--- config.mk ---
export PLATFORM = sky130hd
export DESIGN_NAME = mem_access_ctrl_flat
export DESIGN_NICKNAME = d
export VERILOG_FILES = /design/src/rtl/mem_access_ctrl_if.sv /design/src/rtl/mem_access_ctrl.sv /design/src/flat_wrapper.sv
export SDC_FILE = /design/constraint.sdc
export NUM_CORES = 1
export LEC_CHECK = 0
export BUFFER_PORTS_ARGS = -buffer_cell sky130_fd_sc_hd__buf_2
export CAP_MARGIN = 20
export CORE_MARGIN = 4
export CORE_UTILIZATION = 54
export CTS_CLUSTER_SIZE = 25
export DETAILED_ROUTE_END_ITERATION = 8
export GPL_ROUTABILITY_DRIVEN = 1
export HOLD_SLACK_MARGIN = 0.03
export PLACE_DENSITY = 0.8
export REMOVE_ABC_BUFFERS = 1
export SETUP_SLACK_MARGIN = 0.15
export SLEW_MARGIN = 20
export SYNTH_ARGS = -nofsm -noshare
export SYNTH_HDL_FRONTEND = slang
export SYNTH_SLANG_ARGS = --single-unit
--- constraint.sdc ---
create_clock -name CLK -period 3.1 [get_ports CLK]
set_input_delay 0.155 -clock CLK [delete_from_list [all_inputs] [get_ports CLK]]
set_output_delay 0.155 -clock CLK [all_outputs]
set_load 0.1 [all_outputs]
--- src/rtl/mem_access_ctrl_if.sv ---
// Request/handshake and datapath-control bundle between the requester/memory side
// and the memory access controller.
interface mem_access_ctrl_if;
  logic       Start;
  logic [2:0] Op;
  logic       MEM_R;
  logic       MARMUX_Control;
  logic       GateMARMUX;
  logic       GateMDR;
  logic       LD_MAR;
  logic       LD_MDR;
  logic       MIO_EN;
  logic       R_W;
  logic       Busy;
  logic       Done;
  logic       Err;

  modport master (
    output Start, Op, MEM_R,
    input  MARMUX_Control, GateMARMUX, GateMDR, LD_MAR, LD_MDR,
           MIO_EN, R_W, Busy, Done, Err
  );

  modport slave (
    input  Start, Op, MEM_R,
    output MARMUX_Control, GateMARMUX, GateMDR, LD_MAR, LD_MDR,
           MIO_EN, R_W, Busy, Done, Err
  );
endinterface

--- src/rtl/mem_access_ctrl.sv ---
// Memory access controller: sequences MAR/MDR loads and memory read/write cycles
// for LD/ST/LDI/STI/TRAP, with a wait-cycle timeout on the memory ready handshake.
module mem_access_ctrl #(
  parameter int TIMEOUT = 15
) (
  input  logic              CLK,
  input  logic              RESET_N,
  mem_access_ctrl_if.slave  bus
);

  typedef enum logic [2:0] {
    ST_IDLE = 3'd0,
    ST_MAR  = 3'd1,
    ST_RD   = 3'd2,
    ST_IND  = 3'd3,
    ST_SMDR = 3'd4,
    ST_WR   = 3'd5,
    ST_DONE = 3'd6
  } state_t;

  localparam logic [2:0] OP_LD   = 3'd0;
  localparam logic [2:0] OP_ST   = 3'd1;
  localparam logic [2:0] OP_LDI  = 3'd2;
  localparam logic [2:0] OP_STI  = 3'd3;
  localparam logic [2:0] OP_TRAP = 3'd4;

  // Last count value before the wait limit; one more idle MEM_R cycle aborts.
  localparam logic [3:0] WAIT_LAST_C = 4'(TIMEOUT - 1);

  state_t     state_r;
  state_t     state_s;
  logic [2:0] op_r;
  logic       ind_r;
  logic [3:0] cnt_r;
  logic       err_r;
  logic       accept_s;
  logic       illegal_s;
  logic       timeout_s;
  logic       waiting_s;

  // Next-state selection plus the accept/illegal/timeout events that feed the registers.
  always_comb begin
    state_s   = state_r;
    accept_s  = 1'b0;
    illegal_s = 1'b0;
    timeout_s = 1'b0;
    case (state_r)
      ST_IDLE: begin
        if (bus.Start) begin
          if (bus.Op <= OP_TRAP) begin
            accept_s = 1'b1;
            state_s  = ST_MAR;
          end else begin
            illegal_s = 1'b1;
          end
        end else begin
          state_s = ST_IDLE;
        end
      end
      ST_MAR: begin
        if (op_r == OP_ST) begin
          state_s = ST_SMDR;
        end else begin
          state_s = ST_RD;
        end
      end
      ST_RD: begin
        if (bus.MEM_R) begin
          if (((op_r == OP_LDI) || (op_r == OP_STI)) && !ind_r) begin
            state_s = ST_IND;
          end else begin
            state_s = ST_DONE;
          end
        end else if (cnt_r == WAIT_LAST_C) begin
          timeout_s = 1'b1;
          state_s   = ST_IDLE;
        end else begin
          state_s = ST_RD;
        end
      end
      ST_IND: begin
        if (op_r == OP_LDI) begin
          state_s = ST_RD;
        end else begin
          state_s = ST_SMDR;
        end
      end
      ST_SMDR: state_s = ST_WR;
      ST_WR: begin
        if (bus.MEM_R) begin
          state_s = ST_DONE;
        end else if (cnt_r == WAIT_LAST_C) begin
          timeout_s = 1'b1;
          state_s   = ST_IDLE;
        end else begin
          state_s = ST_WR;
        end
      end
      ST_DONE: state_s = ST_IDLE;
      default: state_s = ST_IDLE;
    endcase
  end

  // Counter runs only while a read/write keeps waiting; any exit or re-entry restarts it at zero.
  assign waiting_s = ((state_r == ST_RD) || (state_r == ST_WR)) && !bus.MEM_R && !timeout_s;

  // State, latched op, indirection flag, wait counter and the registered error pulse.
  always_ff @(posedge CLK or negedge RESET_N) begin
    if (!RESET_N) begin
      state_r <= ST_IDLE;
      op_r    <= 3'd0;
      ind_r   <= 1'b0;
      cnt_r   <= 4'd0;
      err_r   <= 1'b0;
    end else begin
      state_r <= state_s;
      err_r   <= illegal_s | timeout_s;
      cnt_r   <= waiting_s ? (cnt_r + 4'd1) : 4'd0;
      if (accept_s) begin
        op_r  <= bus.Op;
        ind_r <= 1'b0;
      end else if (state_r == ST_IND) begin
        op_r  <= op_r;
        ind_r <= 1'b1;
      end else begin
        op_r  <= op_r;
        ind_r <= ind_r;
      end
    end
  end

  // Output decode from registered state/op; LD_MDR in RD follows MEM_R to capture the read data.
  always_comb begin
    bus.MARMUX_Control = 1'b0;
    bus.GateMARMUX     = 1'b0;
    bus.GateMDR        = 1'b0;
    bus.LD_MAR         = 1'b0;
    bus.LD_MDR         = 1'b0;
    bus.MIO_EN         = 1'b0;
    bus.R_W            = 1'b0;
    bus.Done           = 1'b0;
    bus.Busy           = (state_r != ST_IDLE);
    bus.Err            = err_r;
    case (state_r)
      ST_IDLE: bus.Busy = 1'b0;
      ST_MAR: begin
        bus.GateMARMUX     = 1'b1;
        bus.LD_MAR         = 1'b1;
        bus.MARMUX_Control = (op_r == OP_TRAP);
      end
      ST_RD: begin
        bus.MIO_EN = 1'b1;
        bus.LD_MDR = bus.MEM_R;
      end
      ST_IND: begin
        bus.GateMDR = 1'b1;
        bus.LD_MAR  = 1'b1;
      end
      ST_SMDR: bus.LD_MDR = 1'b1;
      ST_WR: begin
        bus.MIO_EN = 1'b1;
        bus.R_W    = 1'b1;
      end
      ST_DONE: begin
        bus.Done    = 1'b1;
        bus.GateMDR = (op_r == OP_LD) || (op_r == OP_LDI) || (op_r == OP_TRAP);
      end
      default: bus.Busy = 1'b0;
    endcase
  end

endmodule

--- src/flat_wrapper.sv ---
// flat-port wrapper written by rule: the top's interface ports become plain ports
module mem_access_ctrl_flat 
#(
  parameter int TIMEOUT = 15
)
  (CLK, RESET_N, bus_Start, bus_Op, bus_MEM_R, bus_MARMUX_Control, bus_GateMARMUX, bus_GateMDR, bus_LD_MAR, bus_LD_MDR, bus_MIO_EN, bus_R_W, bus_Busy, bus_Done, bus_Err);
  mem_access_ctrl_if bus_i ();
  input  logic CLK;
  input  logic RESET_N;
  input wire logic [$bits(bus_i.Start)-1:0] bus_Start;
  input wire logic [$bits(bus_i.Op)-1:0] bus_Op;
  input wire logic [$bits(bus_i.MEM_R)-1:0] bus_MEM_R;
  output wire logic [$bits(bus_i.MARMUX_Control)-1:0] bus_MARMUX_Control;
  output wire logic [$bits(bus_i.GateMARMUX)-1:0] bus_GateMARMUX;
  output wire logic [$bits(bus_i.GateMDR)-1:0] bus_GateMDR;
  output wire logic [$bits(bus_i.LD_MAR)-1:0] bus_LD_MAR;
  output wire logic [$bits(bus_i.LD_MDR)-1:0] bus_LD_MDR;
  output wire logic [$bits(bus_i.MIO_EN)-1:0] bus_MIO_EN;
  output wire logic [$bits(bus_i.R_W)-1:0] bus_R_W;
  output wire logic [$bits(bus_i.Busy)-1:0] bus_Busy;
  output wire logic [$bits(bus_i.Done)-1:0] bus_Done;
  output wire logic [$bits(bus_i.Err)-1:0] bus_Err;
  assign bus_i.Start = bus_Start;
  assign bus_i.Op = bus_Op;
  assign bus_i.MEM_R = bus_MEM_R;
  assign bus_MARMUX_Control = bus_i.MARMUX_Control;
  assign bus_GateMARMUX = bus_i.GateMARMUX;
  assign bus_GateMDR = bus_i.GateMDR;
  assign bus_LD_MAR = bus_i.LD_MAR;
  assign bus_LD_MDR = bus_i.LD_MDR;
  assign bus_MIO_EN = bus_i.MIO_EN;
  assign bus_R_W = bus_i.R_W;
  assign bus_Busy = bus_i.Busy;
  assign bus_Done = bus_i.Done;
  assign bus_Err = bus_i.Err;
  mem_access_ctrl #(.TIMEOUT(TIMEOUT)) u_core (.CLK(CLK), .RESET_N(RESET_N), .bus(bus_i));
endmodule
# Word-level counts from Yosys, hierarchy flattened
# Cells that the tools add are included.
[classes] muxes=31 order_cmp=1 reduce_logical=17 addsub=1 bitwise=1 n_eq_ne=12
[ops] op="two-way mux 3 bit" n=8
[ops] op="two-way mux 1 bit" n=18
[ops] op="one-hot mux 3 bit (6 select lines)" n=1
[ops] op="equality test 3 x 2 -> 1 bit, second input constant" n=4
[ops] op="equality test 3 bit, second input constant" n=4
[ops] op="equality test 3 x 1 -> 1 bit, second input constant" n=2
[ops] op="logical NOT 3 bit" n=2
[ops] op="OR reduction 6 bit" n=1
[ops] op="adder 4 x 1 -> 4 bit, second input constant" n=1
[ops] op="equality test 4 bit, second input constant" n=1
[ops] op="logical OR 1 bit" n=4
[ops] op="two-way mux 4 bit" n=1
[ops] op="one-hot mux 1 bit (2 select lines)" n=2
[ops] op="OR reduction 2 bit" n=2
[ops] op="<= comparator 3 bit, second input constant" n=1
[ops] op="logical AND 1 bit" n=3
[ops] op="logical NOT 1 bit" n=3
[ops] op="inequality test 3 x 2 -> 1 bit, second input constant" n=1
[ops] op="nonzero test 3 bit" n=1
[ops] op="two-way mux 2 bit" n=1
[ops] op="nonzero test 2 bit" n=1
[ops] op="OR 1 bit" n=1
[totals] ff_bits=12 inputBits=7 out_inout_bits=10 word_cells=68

# Depth between registers and ports, before layout
[depth] depth_word=7 mapped_depth=6 ltp_nobuf=5

# Least setup slack after synthesis
# No wires, ideal clock.
[synth_timing] kind="flip-flop to output port" startpoint="reg u_core.state_r[2]" endpoint="out bus_MARMUX_Control" t_required_ns=2.945 path_buffers=1 path_stages_with_launch=6 setup_slack_ns=-2.195 t_arrival_ns=5.140 path_cell_list="dfrtp_1 buf_4 inv_2 nand2_1 nor2_1 nor4b_1"
[synth_between] elab_chain_cells=2
[synth_lines] item="from (decl)" line="mem_access_ctrl.sv:30" text="state_t state_r;"
[synth_lines] item="from (signal assigned)" line="mem_access_ctrl.sv:116" text="state_r <= state_s;"
[synth_lines] item="equality test 3 x 1 -> 1 bit" line="mem_access_ctrl.sv:144" text="case (state_r)"
[synth_lines] item="two-way mux 1 bit" line="mem_access_ctrl.sv:144"
[synth_lines] item="to (decl)" line="flat_wrapper.sv:13" text="output wire logic [$bits(bus_i.MARMUX_Control)-1:0] bus_MARMUX_Control;"
# No other way between the ends.

# Worst setup path after layout
# Ends and elaborated chain as after synthesis.

==> flow_metrics.py <==
metrics = {
    "sta": {
        "slew_violations": 0,
        "post-route-min-period_ps": 2040,
        "setup_ws_ps": 1060,
        "holdWs_ps": 149,
        "post-route-period-util": 0.657,
        "max_freq_ghz": 0.491,
        "tns_ps": 0,
        "hold_viol": 0,
        "skew_ps": 7.08,
        "max_slew.worst_pin.slew_ps": 570,
        "relSlewSlack": 0.620,
        "rsz0062_at_grt": "false",
        "setup_viol": 0,
    },
    "synth": {
        "synth_seq_cells": 12,
        "synth-warning-count": 0,
        "synth_async_sr_flop_share": 1.00,
        "netlist_area_um2": 707,
        "netlist_instances": 78,
        "synth_edf_count": 0,
        "ys_types": 31,
        "synth_ff_type": "dfrtp_1",
        "syn_area_per_cell_um2": 9.06,
        "synth_seq_area_share": 0.425,
    },
    "worst_setup_path": {
        "crit_path_end_kind": "primary output",
        "rr_startpoint": "u_core.state_r[1]",
        "arrival_ps": 1880,
        "start_kind": "flip-flop",
        "cpPeakStageDelay_ps": 490,
        "cp_slowest_cell": "buf_2",
        "crit_fanout": 9,
        "r2r_end": "u_core.op_r[0]",
        "r2r_slack_ps": 1490,
        "worstPathCellList": "inv_2 > nand2_1 > nor2_1 > nor4b_1 > buf_2",
        "critPathRequiredTime_ps": 2940,
        "worstSetupPathType": "reg -> out",
        "ff2ff_path_depth": 4,
    },
    "cts": {
        "clock_latency_ps": 260,
        "cts-htree-levels": 1,
        "clk_pin_slew_ps": 60,
        "cts_made_buffers": 3,
        "max-clock-path-buffers": 2,
        "clock-sinks": 12,
        "clockRootBuffer": "clkbuf_4",
        "cts_tree": "done",
    },
    "worst_hold_path": {
        "hold_path_depth": 2,
        "hold_path_end": "u_core.op_r[2]",
        "hp-class": "in -> reg",
        "min_from": "bus_Op[2]",
    },
    "global_route": {
        "grt_start_max_net_pins": 17,
        "track_usage": 0.173,
        "grt_first_pass_wirelength_um": 2470,
        "grt.overflow.total": 0,
        "antenna_found_initial": 0,
        "grt_pass1_vias": 591,
    },
    "routing": {
        "wl_um": 1460,
        "drt_iter0_drc": 11,
        "ant_nets": 0,
        "dr.pass1.iters": 4,
        "vias": 617,
        "via_per_inst": 5.66,
        "drc": 0,
        "wl_per_cell_um": 13.4,
    },
    "floorplanning": {
        "die_h_um": 44.2,
        "dieArea_um2": 1950,
        "start_util": 0.604,
        "fp.coreArea_um2": 1170,
        "io_pins": 17,
        "num_rows": 12,
        "die_w_um": 44.2,
    },
    "cells_and_area": {
        "finalNetCount": 106,
        "drive_above_1_share": 0.295,
        "final_cell_mix": "buf_2, nor2_1, dfrtp_1",
        "antennaDiodeCount": 0,
        "area_growth_pct": 15.9,
        "fin_util": 0.700,
        "final_common_cell": "buf_2",
    },
    "placed_design": {
        "gp_congestion": 0.854,
        "dp_hpwl_um": 1170,
        "pre_cts_ws_ps": 1340,
        "io_buffer_count": 16,
    },
    "flow_run": {
        "cap_violations": 0,
    },
    "outcome": {
        "status": "finished, final reports clean",
    },
}
==> critical path: cells and delay by family (launching register included) <==
family | cells | cell delay, ps
buf+inv | 2 | 640
simple gates | 3 | 500
flops | 1 | 480
==> per-layer routing <==
layer | part of all wire | vias to the layer above | global-route usage | wire [µm]
li1 | - | 308 | - | -
met1 | 0.40 | 292 | 0.181 | 580
met2 | 0.54 | 15 | 0.317 | 783
met3 | 0.058 | 2 | 0.0732 | 84
met4 | 0.0048 | 0 | 0.0361 | 7
met5 | 0 | - | 0 | 0
==> metrics by stage <==
step	area, µm²	instances
final	820	109
after global routing	820	109
after CTS	820	109
after detailed placement	787	105
after global placement	787	105
after floorplan	689	75
==> state kept, by name (all words and copies together), names as in the netlist <==
name and count:
u_core.state_r 3, u_core.op_r 3, u_core.cnt_r 4, u_core.bus.Err 1
u_core.ind_r 1
==> layout make-up <==
class / count / area (µm²)
multi-input combinational: 57 / 367
fill: 104 / 352
sequential: 12 / 300
timing repair buffer: 17 / 90.1
clock buffer: 3 / 22.5
inverter: 6 / 22.5
tap: 14 / 17.5
==> synthesized netlist by cell type, drive strengths merged (2+ instances only) <==
| cell | n | share of area |
|---|---|---|
| ha | 2 | 0.035 |
| nor2 | 15 | 0.094 |
| inv | 6 | 0.032 |
| a21oi | 3 | 0.021 |
| nand4 | 2 | 0.018 |
| mux2 | 2 | 0.032 |
| nand2 | 5 | 0.027 |
| o21ai | 5 | 0.035 |
| a31oi | 2 | 0.018 |
| buf | 3 | 0.025 |
| nand3 | 6 | 0.057 |
| dfrtp | 12 | 0.42 |
| and3 | 2 | 0.018 |
==> what timing repair did <==
item                      in CTS  in global routing
setup buffers                  0                  0
gates resized for setup        0                  0
hold buffers                   1                  0
hold endpoints to repair      12                  0
==> worst max-delay path by stage <==
stage,cells past startpoint,endpoint,slack (ps),start
finish,5,bus_MARMUX_Control,1060,u_core.state_r[2]
global route,5,bus_MARMUX_Control,870,u_core.state_r[2]
CTS,5,bus_MARMUX_Control,1050,u_core.state_r[2]
detailed placement,5,bus_MARMUX_Control,1340,u_core.state_r[2]
global placement,4,bus_GateMDR,1440,u_core.state_r[2]
floorplan,4,bus_MARMUX_Control,-2180,u_core.state_r[2]
==> kinds of logic (layout without fill, tap and decap cells) <==
family	count (synthesis)	in the layout	synth area share
flip-flops	12	12	0.425
XOR/XNOR	2	2	0.0248
adder cells (fa/ha/maj)	2	2	0.0354
buffers and inverters	9	26	0.0566
multiplexers	2	2	0.0319
AO/OA/AOI/OAI	17	17	0.166
AND/OR/NAND/NOR	34	34	0.260
Power is not shown: default switching activity piles up to over one toggle a cycle in this logic, so the estimate is an artifact.
